$ cat config.mk
export PLATFORM = sky130hd
export DESIGN_NAME = vending_machine_multi_flat
export DESIGN_NICKNAME = d
export VERILOG_FILES = /design/src/rtl/vending_machine_multi_if.sv /design/src/rtl/vending_machine_multi.sv /design/src/flat_wrapper.sv
export SDC_FILE = /design/constraint.sdc
export NUM_CORES = 1
export LEC_CHECK = 0
export BUFFER_PORTS_ARGS = -buffer_cell sky130_fd_sc_hd__buf_2
export CAP_MARGIN = 20
export CORE_MARGIN = 2
export CORE_UTILIZATION = 40
export CTS_CLUSTER_DIAMETER = 60
export DETAILED_ROUTE_END_ITERATION = 12
export GPL_TIMING_DRIVEN = 0
export SYNTH_ARGS = -nofsm -noshare
export SYNTH_HDL_FRONTEND = slang
export SYNTH_SLANG_ARGS = --single-unit
$ cat constraint.sdc
create_clock -name clk -period 4.25 [get_ports clk]
set_input_delay 1.0625 -clock clk [delete_from_list [all_inputs] [get_ports clk]]
set_output_delay 1.0625 -clock clk [all_outputs]
set_load 0.1 [all_outputs]
$ cat src/rtl/vending_machine_multi_if.sv
// Customer-facing coin/command inputs and vend/change/status outputs of the
// multi-product vending machine.
interface vending_machine_multi_if #(
  parameter int unsigned NUM_PROD = 4,
  parameter int unsigned SEL_W    = 2,
  parameter int unsigned W        = 8
);
  logic                coin5;
  logic                coin10;
  logic                coin25;
  logic [SEL_W-1:0]    sel;
  logic                buy;
  logic                cancel;
  logic                restock;
  logic                dispense;
  logic [SEL_W-1:0]    disp_id;
  logic                chg25;
  logic                chg10;
  logic                chg5;
  logic                coin_reject;
  logic                deny;
  logic [W-1:0]        credit;
  logic                busy;
  logic [NUM_PROD-1:0] sold_out;

  modport master (
    output coin5, coin10, coin25, sel, buy, cancel, restock,
    input  dispense, disp_id, chg25, chg10, chg5, coin_reject, deny,
           credit, busy, sold_out
  );

  modport slave (
    input  coin5, coin10, coin25, sel, buy, cancel, restock,
    output dispense, disp_id, chg25, chg10, chg5, coin_reject, deny,
           credit, busy, sold_out
  );
endinterface

$ cat src/rtl/vending_machine_multi.sv
// Multi-product vending FSM with per-product price/stock, credit ceiling and
// serial greedy change output (one coin pulse per cycle).
module vending_machine_multi #(
  parameter int unsigned         NUM_PROD   = 4,
  parameter int unsigned         SEL_W      = 2,
  parameter int unsigned         W          = 8,
  parameter logic [NUM_PROD*W-1:0] PRICES   = {8'd50, 8'd40, 8'd30, 8'd25},
  parameter int unsigned         STOCK_W    = 4,
  parameter int unsigned         STOCK_INIT = 4,
  parameter int unsigned         MAX_CREDIT = 200
) (
  input  logic                  clk,
  input  logic                  rst_n,
  vending_machine_multi_if.slave vm
);

  localparam int unsigned CW = W + 1;

  typedef enum logic [1:0] {IDLE, CREDIT, VEND, CHANGE} state_e;

  state_e              r_state, w_state_nxt;
  logic [W-1:0]        r_credit, w_credit_nxt;
  logic [STOCK_W-1:0]  r_stock     [NUM_PROD];
  logic [STOCK_W-1:0]  w_stock_nxt [NUM_PROD];
  logic [SEL_W-1:0]    r_vend_id, w_vend_id_nxt;
  logic                r_dispense, w_dispense_nxt;
  logic [SEL_W-1:0]    r_disp_id, w_disp_id_nxt;
  logic                r_chg25, w_chg25_nxt;
  logic                r_chg10, w_chg10_nxt;
  logic                r_chg5, w_chg5_nxt;
  logic                r_coin_reject, w_coin_reject_nxt;
  logic                r_deny, w_deny_nxt;
  logic                r_busy;
  logic [NUM_PROD-1:0] r_sold_out, w_sold_out_nxt;

  logic [W-1:0]        w_price;
  logic [STOCK_W-1:0]  w_sel_stock;
  logic                w_sel_valid;
  logic                w_coin_any;
  logic [CW-1:0]       w_coin_sum;
  logic                w_coin_over;
  logic                w_cmd_taken;

  // Price/stock lookup for the selected product; out-of-range selects stay invalid
  always_comb begin
    w_price     = '0;
    w_sel_stock = '0;
    w_sel_valid = 1'b0;
    for (int i = 0; i < int'(NUM_PROD); i++) begin
      if (vm.sel == SEL_W'(i)) begin
        w_price     = PRICES[i*W +: W];
        w_sel_stock = r_stock[i];
        w_sel_valid = 1'b1;
      end
    end
  end

  assign w_coin_any  = vm.coin5 | vm.coin10 | vm.coin25;
  assign w_coin_sum  = (vm.coin5  ? CW'(5)  : CW'(0))
                     + (vm.coin10 ? CW'(10) : CW'(0))
                     + (vm.coin25 ? CW'(25) : CW'(0));
  assign w_coin_over = (CW'(r_credit) + w_coin_sum) > CW'(MAX_CREDIT);

  // Next-state and next-output logic
  always_comb begin
    w_state_nxt       = r_state;
    w_credit_nxt      = r_credit;
    w_stock_nxt       = r_stock;
    w_vend_id_nxt     = r_vend_id;
    w_dispense_nxt    = 1'b0;
    w_disp_id_nxt     = '0;
    w_chg25_nxt       = 1'b0;
    w_chg10_nxt       = 1'b0;
    w_chg5_nxt        = 1'b0;
    w_coin_reject_nxt = 1'b0;
    w_deny_nxt        = 1'b0;
    w_cmd_taken       = 1'b0;
    w_sold_out_nxt    = '0;

    case (r_state)
      IDLE, CREDIT: begin
        if (vm.cancel && (r_credit != '0)) begin
          w_state_nxt = CHANGE;
          w_cmd_taken = 1'b1;
        end else if (vm.restock) begin
          for (int i = 0; i < int'(NUM_PROD); i++) w_stock_nxt[i] = STOCK_W'(STOCK_INIT);
        end else if (vm.buy) begin
          if (!w_sel_valid || (w_sel_stock == '0) || (r_credit < w_price)) begin
            w_deny_nxt = 1'b1;
          end else begin
            w_state_nxt   = VEND;
            w_credit_nxt  = r_credit - w_price;
            w_vend_id_nxt = vm.sel;
            w_cmd_taken   = 1'b1;
            for (int i = 0; i < int'(NUM_PROD); i++)
              if (vm.sel == SEL_W'(i)) w_stock_nxt[i] = r_stock[i] - STOCK_W'(1);
          end
        end
        // Coins ride along only when no buy/cancel was taken and the ceiling holds
        if (w_coin_any) begin
          if (w_cmd_taken || w_coin_over) begin
            w_coin_reject_nxt = 1'b1;
          end else begin
            w_credit_nxt = W'(CW'(r_credit) + w_coin_sum);
            w_state_nxt  = CREDIT;
          end
        end
      end
      VEND: begin
        w_dispense_nxt    = 1'b1;
        w_disp_id_nxt     = r_vend_id;
        w_coin_reject_nxt = w_coin_any;
        w_state_nxt       = (r_credit != '0) ? CHANGE : IDLE;
      end
      CHANGE: begin
        w_coin_reject_nxt = w_coin_any;
        if (r_credit >= W'(25)) begin
          w_chg25_nxt  = 1'b1;
          w_credit_nxt = r_credit - W'(25);
        end else if (r_credit >= W'(10)) begin
          w_chg10_nxt  = 1'b1;
          w_credit_nxt = r_credit - W'(10);
        end else if (r_credit != '0) begin
          w_chg5_nxt   = 1'b1;
          w_credit_nxt = r_credit - W'(5);
        end
        if (w_credit_nxt == '0) w_state_nxt = IDLE;
      end
      default: w_state_nxt = IDLE;
    endcase

    for (int i = 0; i < int'(NUM_PROD); i++) w_sold_out_nxt[i] = (w_stock_nxt[i] == '0);
  end

  always_ff @(posedge clk) begin
    if (!rst_n) begin
      r_state       <= IDLE;
      r_credit      <= '0;
      for (int i = 0; i < int'(NUM_PROD); i++) r_stock[i] <= STOCK_W'(STOCK_INIT);
      r_vend_id     <= '0;
      r_dispense    <= 1'b0;
      r_disp_id     <= '0;
      r_chg25       <= 1'b0;
      r_chg10       <= 1'b0;
      r_chg5        <= 1'b0;
      r_coin_reject <= 1'b0;
      r_deny        <= 1'b0;
      r_busy        <= 1'b0;
      r_sold_out    <= (STOCK_INIT == 0) ? '1 : '0;
    end else begin
      r_state       <= w_state_nxt;
      r_credit      <= w_credit_nxt;
      r_stock       <= w_stock_nxt;
      r_vend_id     <= w_vend_id_nxt;
      r_dispense    <= w_dispense_nxt;
      r_disp_id     <= w_disp_id_nxt;
      r_chg25       <= w_chg25_nxt;
      r_chg10       <= w_chg10_nxt;
      r_chg5        <= w_chg5_nxt;
      r_coin_reject <= w_coin_reject_nxt;
      r_deny        <= w_deny_nxt;
      r_busy        <= (w_state_nxt == VEND) || (w_state_nxt == CHANGE);
      r_sold_out    <= w_sold_out_nxt;
    end
  end

  assign vm.dispense    = r_dispense;
  assign vm.disp_id     = r_disp_id;
  assign vm.chg25       = r_chg25;
  assign vm.chg10       = r_chg10;
  assign vm.chg5        = r_chg5;
  assign vm.coin_reject = r_coin_reject;
  assign vm.deny        = r_deny;
  assign vm.credit      = r_credit;
  assign vm.busy        = r_busy;
  assign vm.sold_out    = r_sold_out;

endmodule

$ cat src/flat_wrapper.sv
// flat-port wrapper written by rule: the top's interface ports become plain ports
module vending_machine_multi_flat 
#(
  parameter int unsigned         NUM_PROD   = 4,
  parameter int unsigned         SEL_W      = 2,
  parameter int unsigned         W          = 8,
  parameter logic [NUM_PROD*W-1:0] PRICES   = {8'd50, 8'd40, 8'd30, 8'd25},
  parameter int unsigned         STOCK_W    = 4,
  parameter int unsigned         STOCK_INIT = 4,
  parameter int unsigned         MAX_CREDIT = 200
)
  (clk, rst_n, vm_coin5, vm_coin10, vm_coin25, vm_sel, vm_buy, vm_cancel, vm_restock, vm_dispense, vm_disp_id, vm_chg25, vm_chg10, vm_chg5, vm_coin_reject, vm_deny, vm_credit, vm_busy, vm_sold_out);
  vending_machine_multi_if #(.NUM_PROD(NUM_PROD), .SEL_W(SEL_W), .W(W)) vm_i ();
  input  logic clk;
  input  logic rst_n;
  input wire logic [$bits(vm_i.coin5)-1:0] vm_coin5;
  input wire logic [$bits(vm_i.coin10)-1:0] vm_coin10;
  input wire logic [$bits(vm_i.coin25)-1:0] vm_coin25;
  input wire logic [$bits(vm_i.sel)-1:0] vm_sel;
  input wire logic [$bits(vm_i.buy)-1:0] vm_buy;
  input wire logic [$bits(vm_i.cancel)-1:0] vm_cancel;
  input wire logic [$bits(vm_i.restock)-1:0] vm_restock;
  output wire logic [$bits(vm_i.dispense)-1:0] vm_dispense;
  output wire logic [$bits(vm_i.disp_id)-1:0] vm_disp_id;
  output wire logic [$bits(vm_i.chg25)-1:0] vm_chg25;
  output wire logic [$bits(vm_i.chg10)-1:0] vm_chg10;
  output wire logic [$bits(vm_i.chg5)-1:0] vm_chg5;
  output wire logic [$bits(vm_i.coin_reject)-1:0] vm_coin_reject;
  output wire logic [$bits(vm_i.deny)-1:0] vm_deny;
  output wire logic [$bits(vm_i.credit)-1:0] vm_credit;
  output wire logic [$bits(vm_i.busy)-1:0] vm_busy;
  output wire logic [$bits(vm_i.sold_out)-1:0] vm_sold_out;
  assign vm_i.coin5 = vm_coin5;
  assign vm_i.coin10 = vm_coin10;
  assign vm_i.coin25 = vm_coin25;
  assign vm_i.sel = vm_sel;
  assign vm_i.buy = vm_buy;
  assign vm_i.cancel = vm_cancel;
  assign vm_i.restock = vm_restock;
  assign vm_dispense = vm_i.dispense;
  assign vm_disp_id = vm_i.disp_id;
  assign vm_chg25 = vm_i.chg25;
  assign vm_chg10 = vm_i.chg10;
  assign vm_chg5 = vm_i.chg5;
  assign vm_coin_reject = vm_i.coin_reject;
  assign vm_deny = vm_i.deny;
  assign vm_credit = vm_i.credit;
  assign vm_busy = vm_i.busy;
  assign vm_sold_out = vm_i.sold_out;
  vending_machine_multi #(.NUM_PROD(NUM_PROD), .SEL_W(SEL_W), .W(W), .PRICES(PRICES), .STOCK_W(STOCK_W), .STOCK_INIT(STOCK_INIT), .MAX_CREDIT(MAX_CREDIT)) u_core (.clk(clk), .rst_n(rst_n), .vm(vm_i));
endmodule
## Yosys cells after proc, flatten, opt, wreduce, memory -nomap -nowiden

Index checks and enable logic that the tools add are counted.

| storage, ports and cells | value |
|---|---|
| bits in registers | 41 |
| bits of input ports | 10 |
| output and inout bits | 21 |
| word-level logic and storage cells | 129 |

| cells by class | value |
|---|---|
| $add $sub $neg | 11 |
| $lt $le $gt $ge | 4 |
| eq/ne operators | 8 |
| muxes and demuxes | 57 |
| bitwise operators | 9 |
| reductions and logical operators | 24 |

Operators by type and width:

| cell | number |
|---|---|
| 2-to-1 mux 16 bit | 5 |
| 2-to-1 mux 8 bit | 10 |
| 2-to-1 mux 4 bit | 9 |
| zero test 4 bit | 5 |
| adder 9 bit | 2 |
| 2-to-1 mux 1 bit | 16 |
| 2-to-1 mux 2 bit | 8 |
| one-hot mux 8 bit (2 select lines) | 1 |
| subtractor 4 x 1 -> 4 bit, second input constant | 4 |
| 2-to-1 mux 5 bit | 3 |
| == test 2 bit, second input constant | 6 |
| 2-to-1 mux 6 bit | 2 |
| adder 8 x 9 -> 9 bit | 1 |
| greater-than comparator 9 x 8 -> 1 bit, second input constant | 1 |
| >= comparator 8 x 4 -> 1 bit, second input constant | 1 |
| >= comparator 8 x 5 -> 1 bit, second input constant | 1 |
| zero test 8 bit | 1 |
| less-than comparator 8 x 6 -> 1 bit | 1 |
| nonzero test 8 bit | 1 |
| subtractor 8 x 3 -> 8 bit, second input constant | 1 |
| subtractor 8 x 4 -> 8 bit, second input constant | 1 |
| subtractor 8 x 5 -> 8 bit, second input constant | 1 |
| subtractor 8 x 6 -> 8 bit | 1 |
| NOT 1 bit | 7 |
| other kinds (16) | 24 |

## Longest topological paths before layout

| depth | value |
|---|---|
| depth in word-level cells | 19 |
| mapped depth | 13 |
| mapped depth without buffers | 13 |

## Worst setup path after synthesis

OpenSTA, ideal clock, no wires.

| path | value |
|---|---|
| path type | register to register |
| from | reg u_core.r_credit[0], in the netlist u_core.vm.credit[0] |
| to | reg u_core.r_credit[7], in the netlist u_core.vm.credit[7] |
| setup time | 122 ps |
| arrival | 4,028 ps |
| data required time | 4,128 ps |
| path slack | 100 ps |
| stages on the path, launching flop included | 14 |
| buffers on the path | 0 |
| period minus slack after synthesis | 4,150 ps |
| cell sequence | dfxtp_1 inv_1 fa_1 inv_1 ha_1 inv_1 fa_1 nor2b_1 o2111ai_1 a21o_1 a211oi_1 a21boi_1 nor2_1 o311a_1 |

| between the ends | value |
|---|---|
| cells in the longest elaborated chain, start to end | 11 |
| elaborated cells on any way between the ends | 29 |
| classes of those cells | 5 x add/sub; 4 x order compare; 16 x mux; 4 x reduce/logical |

RTL lines:

| what | line | RTL |
|---|---|---|
| from (decl) | vending_machine_multi.sv:22 | `logic [W-1:0] r_credit, w_credit_nxt;` |
| from (signal assigned) | vending_machine_multi.sv:152 | `r_credit <= w_credit_nxt;` |
| parallel branches: the longest is 10 deep, another holds adder 8 x 9 -> 9 bit | -- |  |
| one-hot mux 8 bit (2 select lines) * | vending_machine_multi.sv:80 | `case (r_state)` |

Mark *: on every way between the ends. The select of a mux whose other input is x is not followed.
A chain may end at the register's enable or synchronous reset.

## Final worst setup path

| path | value |
|---|---|
| from | in vm_coin25 |
| to | reg u_core.r_credit[7], in the netlist u_core.vm.credit[7] |

| between the ends | value |
|---|---|
| cells in the longest elaborated chain, start to end | 8 |
| elaborated cells on any way between the ends | 9 |
| classes of those cells | 2 x add/sub; 1 x order compare; 4 x mux; 1 x bitwise; 1 x reduce/logical |

RTL lines:

| what | line | RTL |
|---|---|---|
| from (decl) | flat_wrapper.sv:18 | `input wire logic [$bits(vm_i.coin25)-1:0] vm_coin25;` |
| 2-to-1 mux 5 bit | vending_machine_multi.sv:61 | `+ (vm.coin25 ? CW'(25) : CW'(0));` |
| adder 9 bit | vending_machine_multi.sv:61 |  |
| adder 8 x 9 -> 9 bit | vending_machine_multi.sv:62 | `assign w_coin_over = (CW'(r_credit) + w_coin_sum) > CW'(MAX_CREDIT);` |
| greater-than comparator 9 x 8 -> 1 bit | vending_machine_multi.sv:62 |  |
| logical OR 1 bit | vending_machine_multi.sv:101 | `if (w_cmd_taken \|\| w_coin_over) begin` |
| 2-to-1 mux 8 bit | vending_machine_multi.sv:101 |  |
| 2-to-1 mux 8 bit * | vending_machine_multi.sv:100 | `if (w_coin_any) begin` |
| one-hot mux 8 bit (2 select lines) * | vending_machine_multi.sv:80 |  |

Every way passes the cells marked *; elsewhere a longest branch is shown, timed or not.

==> results.toml <==
[pwr]
seqPwrFrac_pct = 20.1
peakVddDrop_uv = 378.0
p_int_mw = 1.108
p_switching_mw = 1.417
power.share.combinational_pct = 69.3
leakagePower_nw = 1.522
power_frac_clock_pct = 10.6
swShare_pct = 56.11
power_density_mw_per_mm2 = 661.6

[placement]
placed_cells = 569
gp_congestion = 0.9160
dp_hpwl_mm = 7.254
post_dp_cell_area_sq_mm = 0.003721
pre_cts_slack_ns = -0.09942
io_buffer_count = 27

[floorplan]
io_pins = 31
dieArea_sq_mm = 0.009395
die_h_um = 96.93
core_area_sq_mm = 0.008299
start_util_pct = 41.63
dieWidth_um = 96.93
row_count = 33

[timing]
maxSlewHeadroom_pct = 53.34
fin_crit_sh_pct = 93.39
hold_viol = 0
min_period_ns = 3.969
grt_setup_unrepaired = "no"
worst_clock_skew_ns = 0.01347
setup_viol = 0
max_freq_mhz = 251.9
worst-slew-pin-transition_ns = 0.6952
drv_slew = 0
worst_slack_ns = 0.2808

[global_route]
grt_overflow = 0
grt_max_degree = 13
track_usage_pct = 19.75
antenna_found_initial = 0
grt_pass1_wl_mm = 15.30
grt_pass1_vias = 3021

[worst_setup_path]
cp-end-kind = "flip-flop"
path_max_fanout = 6
startpoint_type = "primary input"
critPathArrivalTime_ns = 4.17
crit_type = "in2reg"
worstPathRequired_ns = 4.45

[layout]
area_growth_pct = 10.47
layout.nets = 511
fin_area_sq_mm = 0.003816
layoutNonFillerInstCount = 576
num_antenna_cells = 0
fillCellCount = 846
drive_above_1_share_pct = 12.74

[routing]
drt-met1-wl_mm = 4.670
wl_per_cell_um = 16.38
viasPerCell = 5.866
ant_nets = 0
drt_iter0_markers = 286
via_count = 3379
dr.pass1.iters = 5
dr_wl_met2_mm = 4.226
drt_wl_total_mm = 9.433
routed.top_layer = "met4"
drcViolationCount = 0
wl_met3_um = 493

[synth]
ys_types = 74
syn-num-nets = 477
synth-edff-count = 0
synth_top_cell_by_area = "dfxtp_1"
seq_area_frac_synth_pct = 23.76
synth_area_per_cell_sq_um = 7.905
syn_inst = 437
netlist_top_cells_area = "dfxtp_1, ha_1, a21oi_1"
yosysMostFrequentCell = "dfxtp_1"
ys_async_sr_fraction_pct = 0
yosys_warnings = 0
synth_area_sq_mm = 0.003455
synth-seq-cells = 41
synth_top_area_share_pct = 23.76
synthFlopType = "dfxtp_1"
synth_commonest_cells = "dfxtp_1, inv_1, nand2_1"

[cts]
h-tree-depth = 2
hold_buffers = 0
clk_pin_slew_worst_paths_ns = 0.09
clockBufferDepth = 2
clock_latency_ns = 0.30
cts_made_buffers = 5
cts_root_buffer = "clkbuf_8"
cts_setup_buffers = 0
cts_sinks = 41
cts_tree = "built"

[min_path]
min_path_type = "reg2reg"

[run_status]
status = "complete, no violations"

[run]
drv_cap = 0
## sequential cells by signal (all words and copies together), names as in the netlist, 2 cells and up
| signal | cells |
|---|---|
| u_core.r_state | 2 |
| u_core.r_stock | 16 |
| u_core.r_vend_id | 2 |
| u_core.vm.credit | 8 |
| u_core.vm.disp_id | 2 |
| u_core.vm.sold_out | 4 |
## power by group through the flow
| stage | clock, mW | sequential (mW) | combinational [mW] |
|---|---|---|---|
| 3_3_place_gp | 0 | 0.515 | 1.70 |
| 2_1_floorplan | 0 | 0.783 | 1.07 |
| 4_1_cts | 0.277 | 0.506 | 1.72 |
| 6_report | 0.269 | 0.507 | 1.75 |
| 3_5_place_dp | 0 | 0.515 | 1.71 |
| 5_1_grt | 0.294 | 0.514 | 1.90 |
## layer usage
metal	up-vias	GRT usage [%]
met2	122	31.52
met3	4	3.396
met4	0	3.467
met1	1589	28.27
li1	1664	-
met5	-	0
## stage by stage
step,util (%),power [mW],hold slack (ns),setup TNS [ns]
6_report,45.98,2.525,0.4512,0
3_5_place_dp,44.84,2.225,0.4399,-0.2171
2_1_floorplan,-,1.851,0.4200,0
3_3_place_gp,44.84,2.220,0.4421,-0.08653
5_1_grt,45.98,2.711,0.4772,0
4_1_cts,45.92,2.502,0.4510,0
## critical path: stages
cell	delay, ns
buf_2	0.10
inv_1	0.08
fa_1	0.39
inv_1	0.06
ha_1	0.17
inv_1	0.06
fa_1	0.44
nor2b_1	0.21
o2111ai_1	0.16
a21o_1	0.21
a211oi_1	0.37
a21boi_2	0.30
nor2_1	0.17
o311a_1	0.37
## worst paths after layout
check        cells after the start  slack [ns]             endpoint                 from
max                             14        0.28  u_core.vm.credit[7]            vm_coin25
max reg2reg                     13        0.43  u_core.vm.credit[2]  u_core.vm.credit[3]
min                              2        0.45   u_core.r_stock[11]   u_core.r_stock[11]
min reg2reg                      2        0.45   u_core.r_stock[11]   u_core.r_stock[11]
## layout by cell type, fill, tap and decap left out, types with 3 or more instances in the layout
master      n
a211oi_1    7
a21o_1      3
a21oi_1    31
a31oi_1     4
and2_1     10
and3_1      5
buf_2      30
clkbuf_1   13
clkbuf_8    6
dfxtp_1    41
fa_1        4
ha_1       26
inv_1      37
mux2i_1     6
nand2_1    34
nand3_1     9
nand3b_1    3
nand4_1     9
nor2_1     28
nor2b_1     7
nor3_1     23
nor3b_1     5
o2111ai_1   3
o211ai_1    5
o21a_1      5
o21ai_0    15
o21ai_1     4
o21bai_1    3
o311a_1     3
o311ai_0    4
o31ai_1     6
or2_2       4
or3_1       9
or4_1       3
xnor2_1    12
xor2_1      4
## area by class of cell
class                   instances  area, sq um  share of cell area [%]
clock inverters                 1        7.507                  0.1967
plain buffers                  20        88.84                   2.328
well taps                     105        131.4                   3.443
flip-flops and latches         41        820.8                   21.51
multi-input cells             339         2411                   63.18
inverters                      37        138.9                   3.639
repair buffers                 27        135.1                   3.541
clock buffers                   6        82.58                   2.164
## logic make-up (layout without fill, tap and decap cells)
| family | count (synthesis) | after routing | share of synthesized area, % |
|---|---|---|---|
| flip-flops | 41 | 41 | 23.76 |
| multiplexers | 7 | 7 | 2.065 |
| AO/OA/AOI/OAI | 116 | 116 | 23.25 |
| XOR/XNOR | 16 | 16 | 4.056 |
| adder cells (fa/ha/maj) | 30 | 30 | 11.73 |
| AND/OR/NAND/NOR | 170 | 170 | 28.58 |
| buffers and inverters | 57 | 91 | 6.555 |
## timing repair
action                                 4_1_cts  5_1_grt
endpoints found under the hold margin        0        0
setup endpoints to repair                    0        6
gates resized for setup                      0        3
Power figures use the tool's default switching activity.
